File: src/rtl/encoder_speed_sched.sv
// Gated-window encoder speed meter: per-channel edge counters, one shared 8-step shift-add scaler,
// one 8-bit rpm result per channel per window on a valid/ready stream. Define ENC_TICK_SYNC_EN for 2-flop tick synchronizers.
module encoder_speed_sched #(
    parameter int NCH        = 4,
    parameter int WIN_CYCLES = 50000,
    parameter int CNT_W      = 16,
    parameter int MULT       = 3,
    parameter int SHIFT      = 1
) (
    input  logic             clk_i,
    input  logic             rst_i,
    input  logic             enable_i,
    input  logic [NCH-1:0]   ticks_i,
    output logic [7:0]       rpm_o,
    output logic [2:0]       rpm_ch_o,
    output logic             rpm_valid_o,
    input  logic             rpm_ready_i,
    output logic             busy_o,
    output logic             overrun_o
);

    localparam int              WIN_W   = $clog2(WIN_CYCLES);
    localparam int              PROD_W  = CNT_W + 8;
    localparam logic [WIN_W-1:0] WIN_LAST = WIN_W'(WIN_CYCLES - 1);
    localparam logic [7:0]      MULT_B  = 8'(MULT);
    localparam logic [2:0]      LAST_CH = 3'(NCH - 1);

    localparam logic [1:0] S_IDLE = 2'd0;
    localparam logic [1:0] S_MUL  = 2'd1;
    localparam logic [1:0] S_OUT  = 2'd2;

    logic [NCH-1:0]   tick_cur;
    logic [NCH-1:0]   tick_prev_q;
    logic [NCH-1:0]   pulse;
    logic [WIN_W-1:0] win_q;
    logic             win_end;
    logic [CNT_W-1:0] cnt_q   [NCH];
    logic [CNT_W-1:0] cnt_inc [NCH];
    logic [CNT_W-1:0] snap_q  [NCH];
    logic [CNT_W-1:0] snap_sel;

    logic [1:0]        state_q, state_d;
    logic [2:0]        ch_q, ch_d;
    logic [2:0]        bit_q, bit_d;
    logic [PROD_W-1:0] acc_q, acc_d;
    logic [PROD_W-1:0] acc_sum;
    logic [PROD_W-1:0] prod_sh;
    logic [7:0]        rpm_sat;
    logic [7:0]        rpm_q, rpm_d;
    logic [2:0]        rpm_ch_q, rpm_ch_d;
    logic              valid_q, valid_d;
    logic              overrun_q, overrun_d;

`ifdef ENC_TICK_SYNC_EN
    logic [NCH-1:0] sync1_q, sync2_q;

    always_ff @(posedge clk_i or posedge rst_i) begin
        if (rst_i) begin
            sync1_q <= '0;
            sync2_q <= '0;
        end else begin
            sync1_q <= ticks_i;
            sync2_q <= sync1_q;
        end
    end

    assign tick_cur = sync2_q;
`else
    assign tick_cur = ticks_i;
`endif

    always_ff @(posedge clk_i or posedge rst_i) begin
        if (rst_i) tick_prev_q <= '0;
        else       tick_prev_q <= tick_cur;
    end

    assign pulse   = tick_cur & ~tick_prev_q;
    assign win_end = enable_i && (win_q == WIN_LAST);

    always_ff @(posedge clk_i or posedge rst_i) begin
        if (rst_i)                       win_q <= '0;
        else if (!enable_i || win_end)   win_q <= '0;
        else                             win_q <= win_q + WIN_W'(1);
    end

    // Saturating increment; the closing cycle's pulse is folded into the snapshot.
    always_comb begin
        for (int unsigned i = 0; i < NCH; i++) begin
            cnt_inc[i] = cnt_q[i];
            if (pulse[i] && (cnt_q[i] != '1)) cnt_inc[i] = cnt_q[i] + CNT_W'(1);
        end
    end

    always_ff @(posedge clk_i or posedge rst_i) begin
        if (rst_i)                     cnt_q <= '{default: '0};
        else if (!enable_i || win_end) cnt_q <= '{default: '0};
        else                           cnt_q <= cnt_inc;
    end

    always_ff @(posedge clk_i or posedge rst_i) begin
        if (rst_i)                             snap_q <= '{default: '0};
        else if (win_end && state_q == S_IDLE) snap_q <= cnt_inc;
    end

    always_comb begin
        snap_sel = '0;
        for (int unsigned i = 0; i < NCH; i++) begin
            if (ch_q == 3'(i)) snap_sel = snap_q[i];
        end
    end

    assign acc_sum = MULT_B[bit_q] ? (acc_q + (PROD_W'(snap_sel) << bit_q)) : acc_q;
    assign prod_sh = acc_sum >> SHIFT;
    assign rpm_sat = (prod_sh > PROD_W'(255)) ? 8'hFF : prod_sh[7:0];

    always_comb begin
        state_d   = state_q;
        ch_d      = ch_q;
        bit_d     = bit_q;
        acc_d     = acc_q;
        rpm_d     = rpm_q;
        rpm_ch_d  = rpm_ch_q;
        valid_d   = valid_q;
        overrun_d = overrun_q;
        case (state_q)
            S_IDLE: begin
                if (win_end) begin
                    state_d = S_MUL;
                    ch_d    = '0;
                    bit_d   = '0;
                    acc_d   = '0;
                end
            end
            S_MUL: begin
                acc_d = acc_sum;
                bit_d = bit_q + 3'd1;
                if (bit_q == 3'd7) begin
                    state_d  = S_OUT;
                    rpm_d    = rpm_sat;
                    rpm_ch_d = ch_q;
                    valid_d  = 1'b1;
                end
            end
            S_OUT: begin
                if (rpm_ready_i) begin
                    valid_d = 1'b0;
                    acc_d   = '0;
                    bit_d   = '0;
                    if (ch_q == LAST_CH) begin
                        state_d = S_IDLE;
                    end else begin
                        ch_d    = ch_q + 3'd1;
                        state_d = S_MUL;
                    end
                end
            end
            default: state_d = S_IDLE;
        endcase
        // A window closing mid-sequence is lost; only the sticky flag records it.
        if (win_end && state_q != S_IDLE) overrun_d = 1'b1;
    end

    always_ff @(posedge clk_i or posedge rst_i) begin
        if (rst_i) begin
            state_q   <= S_IDLE;
            ch_q      <= '0;
            bit_q     <= '0;
            acc_q     <= '0;
            rpm_q     <= '0;
            rpm_ch_q  <= '0;
            valid_q   <= 1'b0;
            overrun_q <= 1'b0;
        end else begin
            state_q   <= state_d;
            ch_q      <= ch_d;
            bit_q     <= bit_d;
            acc_q     <= acc_d;
            rpm_q     <= rpm_d;
            rpm_ch_q  <= rpm_ch_d;
            valid_q   <= valid_d;
            overrun_q <= overrun_d;
        end
    end

    assign rpm_o       = rpm_q;
    assign rpm_ch_o    = rpm_ch_q;
    assign rpm_valid_o = valid_q;
    assign busy_o      = (state_q != S_IDLE);
    assign overrun_o   = overrun_q;

endmodule

File: config.mk
export PLATFORM = sky130hd
export DESIGN_NAME = encoder_speed_sched
export DESIGN_NICKNAME = d
export VERILOG_FILES = /design/src/rtl/encoder_speed_sched.sv
export SDC_FILE = /design/constraint.sdc
export NUM_CORES = 1
export LEC_CHECK = 0
export CAP_MARGIN = 10
export CORE_ASPECT_RATIO = 0.8
export CORE_UTILIZATION = 57
export DETAILED_ROUTE_END_ITERATION = 10
export PLACE_DENSITY_LB_ADDON = 0.25
export SLEW_MARGIN = 40
export SYNTH_ARGS = -nofsm -noshare
export SYNTH_HDL_FRONTEND = slang
export SYNTH_SLANG_ARGS = --single-unit
File: constraint.sdc
create_clock -name clk_i -period 6.8 [get_ports clk_i]
set_clock_uncertainty 0.2 [all_clocks]
set_input_delay 1.36 -clock clk_i [delete_from_list [all_inputs] [get_ports clk_i]]
set_output_delay 1.36 -clock clk_i [all_outputs]
set_load 0.02 [all_outputs]
==> results.cfg, run 1 <==
[yosys]
synth_adder_area_share_pct = 4.27
synthMuxAreaShare_pct = 4.64
synth_area_mm2 = 0.0107
yosysTopAreaCellShare_pct = 45.1
synth_compound_area_share_pct = 15.9
synth-xor-area-share_pct = 7.28
yosys_warnings = 0
postSynthCellCount = 1189
async_flop_share_pct = 100
syn_nets = 1233
yosysSeqAreaShare_pct = 45.1
synth-edff-count = 0
synth_cell_types = 62
synth_area_leaders = dfrtp_1, nor2_1, nand2_1
synth_top_family_by_area = simple AND/OR/NAND/NOR gates
synth_largest_area_cell = dfrtp_1
yosys_register_bits = 193
avgSynthCellArea_um2 = 9.01
synthSimpleGateAreaFrac_pct = 19.4
synth_ff_type = dfrtp_1

[clock_network]
insertion_delay_ps = 450
cts_resized = 0
path_clk_slew_ps = 80
tritoncts = done
cts_setup_buffers = 0
cts_hold_buf = 0
htreeDepth = 4
clock_path_buffers = 2
clkSinkCount = 193
cts_root_buf = clkbuf_16
numCtsBuffers = 17

[critical_path]
arrival_ps = 5770
crit_type = reg -> reg
crit_chain = inv_1 > ha_1 > nor3b_4 > a22oi_1 > a211oi_1 > a21oi_1 > mux2i_1 > mux2i_1 > mux2i_1 > ha_1 > a21oi_1 > o211ai_2 > a21o_1 > a311o_1 > a2111oi_4 > o2111ai_2 > nor4_4 > a21oi_1
worst_setup_path_end_kind = flip-flop
crit_path_start_kind = flip-flop
cp_max_fo = 16
crit_slowest_cell = nor3b_4
regToRegStartpoint = ch_q[1]
crit_start = ch_q[1]
max_stage_delay_ps = 630
required_ps = 6900

[power]
ir_drop_mv = 0.214
power_mw = 3.97
leakage_nw = 5.09
power_density_mw_per_mm2 = 339

[sta]
setup_viol = 0
min_period_ps = 5670
final_hold_viol_count = 0
drv_slew = 0
rsz0062_at_grt = false
whs_ps = 253
min_period_over_period_pct = 83.4
fin_setup_tns_ps = 0
tightest_slew_ps = 747
max_freq_mhz = 176
relSlewSlack_pct = 50.1

[global_routing]
grt_util_met2_pct = 38.9
track_usage_pct = 28.7
grt_max_degree = 109
grt_antenna_before_repair = 0
gr-max-usage-layer = met1
overflow = 0
grt_pass1_vias = 8201
grt_pass1_wl_um = 43000
met1_usage_pct = 45.4
met3_usage_pct = 5.85

[die]
fp.coreArea_mm2 = 0.0183
die_h_um = 125
core.rowCount = 44
die_area_mm2 = 0.0194
ioPinCount = 22
start_util_pct = 58.6
die_x_um = 155

[final_layout]
drive_gt1_share_pct = 6.21
area_delta_synth_final_pct = 9.45
final_cells = 1445
fin_area_mm2 = 0.0117
num_antenna_cells = 0
nNetsFinal = 1223

[detailed_routing]
vias = 8571
drtPass1Iterations = 8
final_antenna_net_count = 0
totalWireLength_um = 25900
drc = 0
drtIter0Drc = 623
wire_per_inst_um = 17.9
vias_per_cell = 5.93

[placement]
dp_hpwl_um = 18300
io_buffers = 21
post_dp_cell_area_mm2 = 0.0111
finalWeightedCongestion = 0.958
dp.cells = 1413

[worst_hold_path]
min_path_type = reg -> reg
min_from = win_q[0]

[run]
drv_cap = 0

[outcome]
status = completed
[sequential cells by signal (all words and copies together) (netlist names)]
register	count
cnt_q	64
win_q	16
ch_q	3
bit_q	3
overrun_o	1
tick_prev_q	4
acc_q	24
rpm_valid_o	1
rpm_o	8
rpm_ch_o	3
snap_q	64
state_q	2
[synthesized netlist by cell type (4+ instances only)]
cell type / n
inv_1: 29
or3_1: 5
o21ai_0: 95
a22oi_1: 17
dfrtp_1: 193
o22ai_1: 17
and3_1: 18
xnor2_1: 55
nor3b_1: 4
nand4_1: 19
o31ai_1: 4
nor2_1: 169
and2_1: 9
and4_1: 5
a211oi_1: 23
xor2_1: 34
o211ai_1: 4
ha_1: 35
mux2i_1: 44
nor3_1: 25
or2_2: 5
a21o_1: 12
nand3_1: 40
o21bai_1: 4
a21oi_1: 60
clkbuf_1: 51
mux2_2: 5
buf_6: 5
a31oi_1: 5
nor4_1: 6
nand2b_1: 5
nand2_1: 144
[through the flow]
step	util, %	setup WS (ps)
final	64.1	1130
after global routing	64.1	743
after CTS	64.1	1260
after detailed placement	60.8	1270
after global placement	60.5	1150
after floorplan	-	1960
[area by class of cell]
cell class,instances,area (um2)
Fill cell,1523,6550
Clock inverter,14,175
Tap cell,253,317
Sequential cell,193,4830
Timing Repair Buffer,30,310
Clock buffer,18,439
Inverter,30,116
Multi-Input combinational cell,907,5540
[metal layers]
metal	part of all wire, %	up-vias
met2	41	294
met4	2.0	0
li1	-	4140
met3	7.4	41
met5	0	-
met1	50	4096
[critical path, delay by kind of cell, from the launching register on]
| family | cells | cell delay, ps |
|---|---|---|
| AO/OA/AOI/OAI | 10 | 2570 |
| AND/OR/NAND/NOR | 2 | 1120 |
| multiplexers | 3 | 560 |
| adder cells (fa/ha/maj) | 2 | 540 |
| flip-flops | 1 | 430 |
| buffers and inverters | 1 | 90 |
[where the power goes]
group          leakage [nW]  internal, mW  switching [mW]
Clock                 0.298         0.542           0.512
Combinational          2.19         0.573           0.954
Sequential             2.60          1.24           0.150
[final timing paths]
| check | cells after the start | slack, ps | to |
|---|---|---|---|
| worst max-delay path | 18 | 1130 | rpm_o[1] |
| worst min-delay path | 1 | 250 | win_q[0] |
| worst max register to register | 18 | 1130 | rpm_o[1] |
| worst min register to register | 1 | 250 | win_q[0] |
| max in group asynchronous | 4 | 4310 | cnt_q[28] |
| min in group asynchronous | 3 | 1180 | acc_q[12] |
[layout by cell type, fill, tap and decap left out, drive strengths merged, types with 18 or more instances in the layout]
master	count
mux2i	44
nand2	144
clkbuf	18
a21oi	61
dfrtp	193
o21ai	95
clkdlybuf4s50	21
nor2	169
xnor2	55
ha	35
and3	21
xor2	34
a211oi	24
nand4	19
inv	38
nand3	40
nor3	25
[cell families (layout without fill, tap and decap cells)]
group,after synthesis,after routing
XOR/XNOR,89,89
flip-flops,193,193
AND/OR/NAND/NOR,463,463
buffers and inverters,89,92
multiplexers,49,49
AO/OA/AOI/OAI,270,270
adder cells (fa/ha/maj),36,36
(Power assumes the default switching activity.)
==> run 2, diff against run 1 <==
--- a/config.mk
+++ b/config.mk
@@ -7,7 +7,7 @@
 export LEC_CHECK = 0
 export CAP_MARGIN = 10
 export CORE_ASPECT_RATIO = 0.8
-export CORE_UTILIZATION = 57
+export CORE_UTILIZATION = 60
 export DETAILED_ROUTE_END_ITERATION = 10
 export PLACE_DENSITY_LB_ADDON = 0.25
 export SLEW_MARGIN = 40
==> constraint.sdc (replaced) <==
create_clock -name clk_i -period 5.7 [get_ports clk_i]
set_clock_uncertainty 0.2 [all_clocks]
set_input_delay 1.14 -clock clk_i [delete_from_list [all_inputs] [get_ports clk_i]]
set_output_delay 1.14 -clock clk_i [all_outputs]
set_load 0.02 [all_outputs]
==> results.cfg, run 2 (same netlist as run 1, synthesis figures left out) <==
[die]
start_util_pct = 61.6
ioPinCount = 22
die_h_um = 122
die_area_mm2 = 0.0184
core.rowCount = 43
die_x_um = 151
fp.coreArea_mm2 = 0.0174

[final_layout]
area_delta_synth_final_pct = 9.74
reg_top3 = cnt_q: 64 flops, snap_q: 64 flops, acc_q: 24 flops
post-route-util_pct = 67.7
nNetsFinal = 1231
drive_gt1_share_pct = 6.75
final_common_cell = dfrtp_1
mostFrequentLayoutCells = dfrtp_1, nor2_1, nand2_1
num_antenna_cells = 0

[sta]
final_hold_viol_count = 0
min_period_ps = 5180
relSlewSlack_pct = 48.2
tightest_slew_ps = 774
rsz0062_at_grt = false
min_period_over_period_pct = 90.8
max_freq_mhz = 193
setup_viol = 0
drv_slew = 0
fin_setup_tns_ps = 0

[clock_network]
tritoncts = done
htreeDepth = 4
clkSinkCount = 193
cts_resized = 0
numCtsBuffers = 17
insertion_delay_ps = 440
cts_hold_buf = 0
clock_path_buffers = 2
cts_setup_buffers = 0
path_clk_slew_ps = 80
cts_root_buf = clkbuf_16

[critical_path]
arrival_ps = 5280
regToRegStartpoint = ch_q[0]
r2r_slack_ps = 520
crit_path_start_kind = flip-flop
cp_max_fo = 25
reg2reg_to = rpm_o[0]
worst_setup_path_end_kind = flip-flop
crit_chain = inv_1 > ha_1 > nand2b_1 > buf_4 > nor2_1 > a211oi_1 > a21oi_1 > mux2i_1 > mux2i_1 > mux2i_1 > ha_1 > a21oi_1 > o211ai_2 > a21o_1 > a311o_1 > a2111oi_4 > o2111ai_2 > nor4_4 > a31oi_1
crit_type = reg -> reg
crit_slowest_cell = dfrtp_1
reg2reg_depth = 19
max_stage_delay_ps = 430
required_ps = 5800
critPathTopFamily = compound AO/OA/AOI/OAI gates
cp_num_buf_inv = 2
crit_top_cell = mux2i_1

[placement]
dp_hpwl_um = 18200
finalWeightedCongestion = 0.965
io_buffers = 21

[power]
leakage_nw = 5.12
ir_drop_mv = 0.197
power_density_mw_per_mm2 = 398

[detailed_routing]
vias_per_cell = 6.00
totalWireLength_um = 25200
drtIter0Drc = 764
drtPass1Iterations = 5
wire_per_inst_um = 17.7
vias = 8553
drc = 0
final_antenna_net_count = 0

[global_routing]
track_usage_pct = 29.6
grt_pass1_wl_um = 41500
grt_antenna_before_repair = 0
overflow = 0
grt_pass1_vias = 7954
grt_max_degree = 144

[worst_hold_path]
min_path_type = reg -> reg
min_path_cells = 1
min_delay_worst_endpoint = win_q[0]
min_from = win_q[0]

[outcome]
status = completed

[run]
drv_cap = 0
## run 2: metrics by stage
stage / std cells / power (mW) / hold slack, ps / cell area, um2 / worst slack [ps]
2_1_floorplan: 1189 / 3.03 / 225 / 10700 / 856
3_3_place_gp: 1391 / 3.41 / 244 / 11100 / 629
3_5_place_dp: 1391 / 3.44 / 250 / 11100 / 528
4_1_cts: 1423 / 4.67 / 261 / 11700 / 481
5_1_grt: 1425 / 4.96 / 284 / 11800 / 60.4
6_report: 1425 / 4.68 / 267 / 11800 / 522
## run 2: how the worst max path moves through the flow
stage               startpoint       end  slack, ps  depth (start not counted)
finish                 ch_q[0]  rpm_o[0]        520                         19
global route           ch_q[0]  rpm_o[0]         60                         19
CTS                    ch_q[1]  rpm_o[0]        480                         16
detailed placement     ch_q[1]  rpm_o[0]        530                         16
global placement       ch_q[1]  rpm_o[0]        630                         16
floorplan              ch_q[1]  rpm_o[0]        860                         19
## run 2: layer usage
layer  track usage [%]  vias up  wire length [um]
met5                 0        -                 0
met4              9.44        0               450
met3              5.49       32              1470
met1              47.3     4137             12900
li1                  -     4169                 -
met2              40.1      215             10400
## run 2: area by class of cell
cell class / count / area (um2)
Tap cell: 225 / 282
Fill cell: 1361 / 5620
Clock buffer: 18 / 439
Timing Repair Buffer: 38 / 383
Sequential cell: 193 / 4830
Clock inverter: 14 / 180
Inverter: 30 / 116
Multi-Input combinational cell: 907 / 5530
## run 2: report_power, final
group | internal [mW] | switching [mW] | leakage [nW] | total [mW]
registers | 1.48 | 0.145 | 2.60 | 1.63
clock network | 0.609 | 0.612 | 0.291 | 1.22
logic | 0.695 | 1.14 | 2.23 | 1.84
## run 2: worst register-to-register path: stages, from the launching register on
cell and delay (ps):
dfrtp_1 430, inv_1 110, ha_1 210, nand2b_1 210
buf_4 310, nor2_1 80, a211oi_1 260, a21oi_1 100
mux2i_1 200, mux2i_1 150, mux2i_1 160, ha_1 290
a21oi_1 320, o211ai_2 210, a21o_1 260, a311o_1 430
a2111oi_4 380, o2111ai_2 190, nor4_4 410, a31oi_1 140
==> run 3, diff against run 2 <==
--- a/config.mk
+++ b/config.mk
@@ -5,9 +5,11 @@
 export SDC_FILE = /design/constraint.sdc
 export NUM_CORES = 1
 export LEC_CHECK = 0
+export ABC_AREA = 1
 export CAP_MARGIN = 10
 export CORE_ASPECT_RATIO = 0.8
 export CORE_UTILIZATION = 60
+export CTS_CLUSTER_SIZE = 14
 export DETAILED_ROUTE_END_ITERATION = 10
 export PLACE_DENSITY_LB_ADDON = 0.25
 export SLEW_MARGIN = 40
==> results.cfg, run 3 <==
[final_layout]
drive_gt1_share_pct = 6.44
fill_cells = 1559
post-route-util_pct = 67.4
reg_top3 = cnt_q: 64 flops, snap_q: 64 flops, acc_q: 24 flops
mostFrequentLayoutCells = nand2_1, dfrtp_1, inv_1
final_common_cell = nand2_1
area_delta_synth_final_pct = 8.25
nNetsFinal = 1583
num_antenna_cells = 0

[sta]
drv_slew = 0
min_period_ps = 5040
final_hold_viol_count = 0
relSlewSlack_pct = 47.0
min_period_over_period_pct = 88.4
tightest_slew_ps = 794
setup_viol = 0
whs_ps = 274
max_freq_mhz = 198
rsz0062_at_grt = false
fin_setup_tns_ps = 0

[die]
fp.coreArea_mm2 = 0.0184
core.rowCount = 44
die_area_mm2 = 0.0196
die_x_um = 156
die_h_um = 126
ioPinCount = 22
start_util_pct = 62.2

[critical_path]
arrival_ps = 5180
required_ps = 5840
reg2reg_depth = 26
worst_setup_path_end_kind = flip-flop
r2r_slack_ps = 660
crit_path_start_kind = flip-flop
crit_type = reg -> reg
cp_max_fo = 20
reg2reg_to = rpm_o[0]
regToRegStartpoint = ch_q[2]

[detailed_routing]
drtPass1Iterations = 5
vias = 9957
wire_per_inst_um = 15.1
totalWireLength_um = 27200
drtIter0Drc = 1093
final_antenna_net_count = 0
drc = 0
vias_per_cell = 5.52

[yosys]
syn_nets = 1589
yosys_warnings = 0
postSynthCellCount = 1545
yosysTopAreaCellShare_pct = 42.2
synth_largest_area_cell = dfrtp_1
synth_ff_type = dfrtp_1
yosysSeqAreaShare_pct = 42.2
synth_cell_types = 49
synth_commonest_cells = nand2_1, dfrtp_1, inv_1
async_flop_share_pct = 100
yosys_register_bits = 193
synth_area_mm2 = 0.0114
synth_area_leaders = dfrtp_1, nand2_1, inv_1
synth.most_common_cell = nand2_1
avgSynthCellArea_um2 = 7.41
synth-edff-count = 0

[clock_network]
clkSinkCount = 193
numCtsBuffers = 17
insertion_delay_ps = 450
htreeDepth = 4
path_clk_slew_ps = 80
cts_resized = 0
clock_path_buffers = 2
cts_hold_buf = 0
cts_setup_buffers = 0
tritoncts = done
cts_root_buf = clkbuf_16

[power]
power_density_mw_per_mm2 = 218
leakage_nw = 6.04
ir_drop_mv = 0.157
power_mw = 2.70

[global_routing]
track_usage_pct = 29.7
overflow = 0
grt_max_degree = 124
grt_pass1_vias = 9178
grt_antenna_before_repair = 0
grt_pass1_wl_um = 45700

[worst_hold_path]
min_path_type = reg -> reg
min_delay_worst_endpoint = win_q[15]
min_path_cells = 1
min_from = win_q[15]

[placement]
io_buffers = 21
dp_hpwl_um = 19800
finalWeightedCongestion = 1.03

[run]
drv_cap = 0

[outcome]
status = completed
[run 3: worst max-delay path by stage]
stage	startpoint	to	slack (ps)	depth (start not counted)
finish	ch_q[2]	rpm_o[0]	660	26
global route	ch_q[2]	rpm_o[2]	120	24
CTS	ch_q[0]	rpm_o[2]	800	25
detailed placement	ch_q[0]	rpm_o[2]	800	25
global placement	ch_q[0]	rpm_o[3]	860	25
floorplan	rst_i	acc_q[0]	1870	1
[run 3: cell type report]
class                           instances  area [um2]  share of cell area, %
Multi-Input combinational cell       1113        5660                   45.7
Clock buffer                           21         460                   3.72
Tap cell                              253         317                   2.56
Inverter                              186         702                   5.67
Timing Repair Buffer                   28         279                   2.25
Sequential cell                       193        4830                   39.0
Clock inverter                         11         141                   1.14
[run 3: cells by family (layout without fill, tap and decap cells)]
family                     count (synthesis)  after routing  share of synthesized area (%)
buffers and inverters                    239            246                           8.39
DFF                                      193            193                           42.2
xor gates and xnor gates                  61             61                           4.67
AOI/OAI and AO/OA                        205            205                           10.2
muxes                                      4              4                          0.350
and+or+nand+nor                          807            807                           30.2
adders and majority gates                 36             36                           4.00
[run 3: routing by layer]
| layer | global-route usage [%] | part of all wire [%] |
|---|---|---|
| met5 | 0 | 0 |
| met4 | 7.96 | 1.8 |
| met3 | 6.72 | 7.3 |
| met2 | 42.6 | 41 |
| met1 | 44.9 | 50 |
[run 3: through the flow]
step	worst slack, ps	instance area, um2	std cells
floorplan	1870	11400	1545
global placement	858	11800	1773
detailed placement	800	11800	1773
CTS	799	12400	1805
global route	118	12400	1805
finish	661	12400	1805
[run 3: power by group]
part           switching (mW)  internal (mW)  total (mW)
clock network           0.565          0.684        1.25
registers             0.00563           1.38        1.38
logic                  0.0526         0.0158      0.0684
total                   0.623           2.08        2.70
[run 3: worst max-delay path, stage by stage (launching register included)]
cell	delay, ps
dfrtp_1	390
inv_1	380
ha_1	240
buf_4	230
inv_1	250
o21ai_0	170
a31oi_1	120
a21oi_1	220
nand2_1	60
o21ai_0	170
nor2_1	80
a31oi_1	210
o21ai_0	150
ha_1	420
nand2_2	100
nor2_1	260
nand3_1	190
nand3_2	160
nand2_1	100
nand3_1	80
nand3_1	90
nand2_1	130
nand2_1	80
nor2_2	120
nand3_4	150
nor2_1	130
nor2_1	40
==> edit (settings of run 1) <==
Change the parameter `NCH` from 4 to 2.
--- a/src/rtl/encoder_speed_sched.sv
+++ b/src/rtl/encoder_speed_sched.sv
@@ -1,7 +1,7 @@
 // Gated-window encoder speed meter: per-channel edge counters, one shared 8-step shift-add scaler,
 // one 8-bit rpm result per channel per window on a valid/ready stream. Define ENC_TICK_SYNC_EN for 2-flop tick synchronizers.
 module encoder_speed_sched #(
-    parameter int NCH        = 4,
+    parameter int NCH        = 2,
     parameter int WIN_CYCLES = 50000,
     parameter int CNT_W      = 16,
     parameter int MULT       = 3,
Ports: changed (resized ticks_i); port bits go from 22 to 20. The function was not compared with the original's and may differ.
==> edit against run 1 <==
  * Global-route usage rose by 0.44 points
  * Highest routed layer unchanged
  * Largest cell class unchanged
  * Power is 21% lower
  * Setup slack improved by 0.33 ns
  * Cell area down 29%
  * Die area is 30% lower
  * Synthesized area shrank 31%
  * Wire length down 30%
  * Count of clock-buffer cells in the layout stayed put
  * Sequential share of layout area down 3.2 points
  * Clock power is 13% lower
  * Largest power group unchanged
  * Sequential cell count shrank 66
==> edit: results (changes against run 1) <==
Outcome: finished clean (unchanged). The met2 capacity usage during global routing came out at 39.95% (was 38.92%). The top cell type's share of synthesized area came to 42.78% (was 45.08%). The fraction of final layout cells sized beyond drive strength 1 is 7.515% (was 6.208%). The share of total power consumed by net switching came out at 40.38% (was 40.69%). The register-to-register setup slack is 1.46 ns (was 1.13 ns). The power drawn by the sequential cells is 0.000935 W (was 0.00139 W).

The arrival time of data at the critical path endpoint was 5.42 ns (was 5.77 ns). The number of buffer cells added on primary ports came out at 19 (was 21). The count of inverters other than clock inverters in the layout came out at 14 (was 30). The wire length on met2 came out at 7822 µm (was 10560 µm). The number of different library cells in the post-synthesis netlist is 67 (was 62). The clock-pin transition on the worst setup and hold timing paths came out at 0.06 ns (was 0.08 ns). The power density of the placed cells came out at 377.4 nW/µm² (was 338.7 nW/µm²). The clock latency of the later-clocked register in the worst-skew pair is 0.42 ns (was 0.45 ns).

The clock share of power came out at 29.0% (was 26.5%). Largest cells by area after synthesis: dfrtp_1, ha_1, nor2_1 (was dfrtp_1, nor2_1, nand2_1). The sequential standard cell area is 3178 µm² (was 4831 µm²). The clock network area share is 7.065% (was 5.240%).

Largest regs: cnt_q x32, snap_q x32, acc_q x24 (was cnt_q x64, snap_q x64, acc_q x24). The maximum fanout encountered on the critical timing path is 18 (was 16). The end of the critical path is rpm_o[7]$_DFFE_PP0P_ (was rpm_o[1]$_DFFE_PP0P_). The highest attainable clock frequency came out at 187.1 MHz (was 176.4 MHz). The setup slack at placement came out at 1.224 ns (was 1.273 ns). The area used by multi-input combinational logic came out at 4076 µm² (was 5537 µm²).

The maximum number of pins on one net before global-route repair was 81 (was 109). The endpoint of the worst hold path was overrun_o$_DFFE_PP0P_ (was win_q[0]$_DFF_PP0_). The register area share after synthesis is 42.78% (was 45.08%). The count of fill cells added during filler insertion is 1007 (was 1523).

The met1 global-route usage is 44.25% (was 45.37%). The final weighted congestion in routability-driven placement is 0.9448 (was 0.9584). The routed length on met3 is 1353 µm (was 1906 µm).

The count of TritonRoute iterations in the first routing pass was 7 (was 8). The post-detailed-route wirelength per cell came out at 18.25 µm (was 17.92 µm). The via count of the first global-routing pass came out at 5751 (was 8201). The via density per instance came out at 6.177 (was 5.931). The met3 track utilization from global routing is 7.562% (was 5.846%). The transition time at the pin with the least slew margin came out at 0.7109 ns (was 0.7474 ns). The final net count came out at 850 (was 1223).

The delay contributed by the slowest stage of the critical path was 0.59 ns (was 0.63 ns). The half-perimeter wire length after detailed placement was 12810 µm (was 18340 µm). The routed metal-1 wirelength was 8697 µm (was 12920 µm). The number of non-clock buffers came out at 26 (was 30).

The standby leakage power came out at 3.708 nW (was 5.086 nW). The global routing usage summed across all routing layers is 29.13% (was 28.69%).
## edit: changes by cell type in the layout (fill, tap and decap cells not counted), sizes merged, moves of 13 or more
cell,change
a211oi,-18
a21oi,-16
a22o,+18
and3,-13
dfrtp,-66
inv,-18
mux2i,-22
nand2,-56
nand3,-20
nor2,-69
nor3,-15
o21ai,-38
o22ai,-15
xnor2,-25
## edit: kinds of logic (layout without fill, tap and decap cells)
kind of cell	count (synthesis)	in the layout	synth area share, %
buf+inv	55	72	2.829
fa+ha+maj	32	32	5.490
flops	127	127	42.78
xor+xnor	62	62	7.309
simple gates	292	292	18.32
compound gates	211	211	19.10
mux	29	29	4.176
## edit: per-stage QoR
| stage | instances | instance area [µm²] |
|---|---|---|
| CTS | 996 | 8332 |
| global route | 996 | 8359 |
| finish | 996 | 8359 |
| floorplan | 808 | 7430 |
| detailed placement | 964 | 7741 |
| global placement | 964 | 7736 |
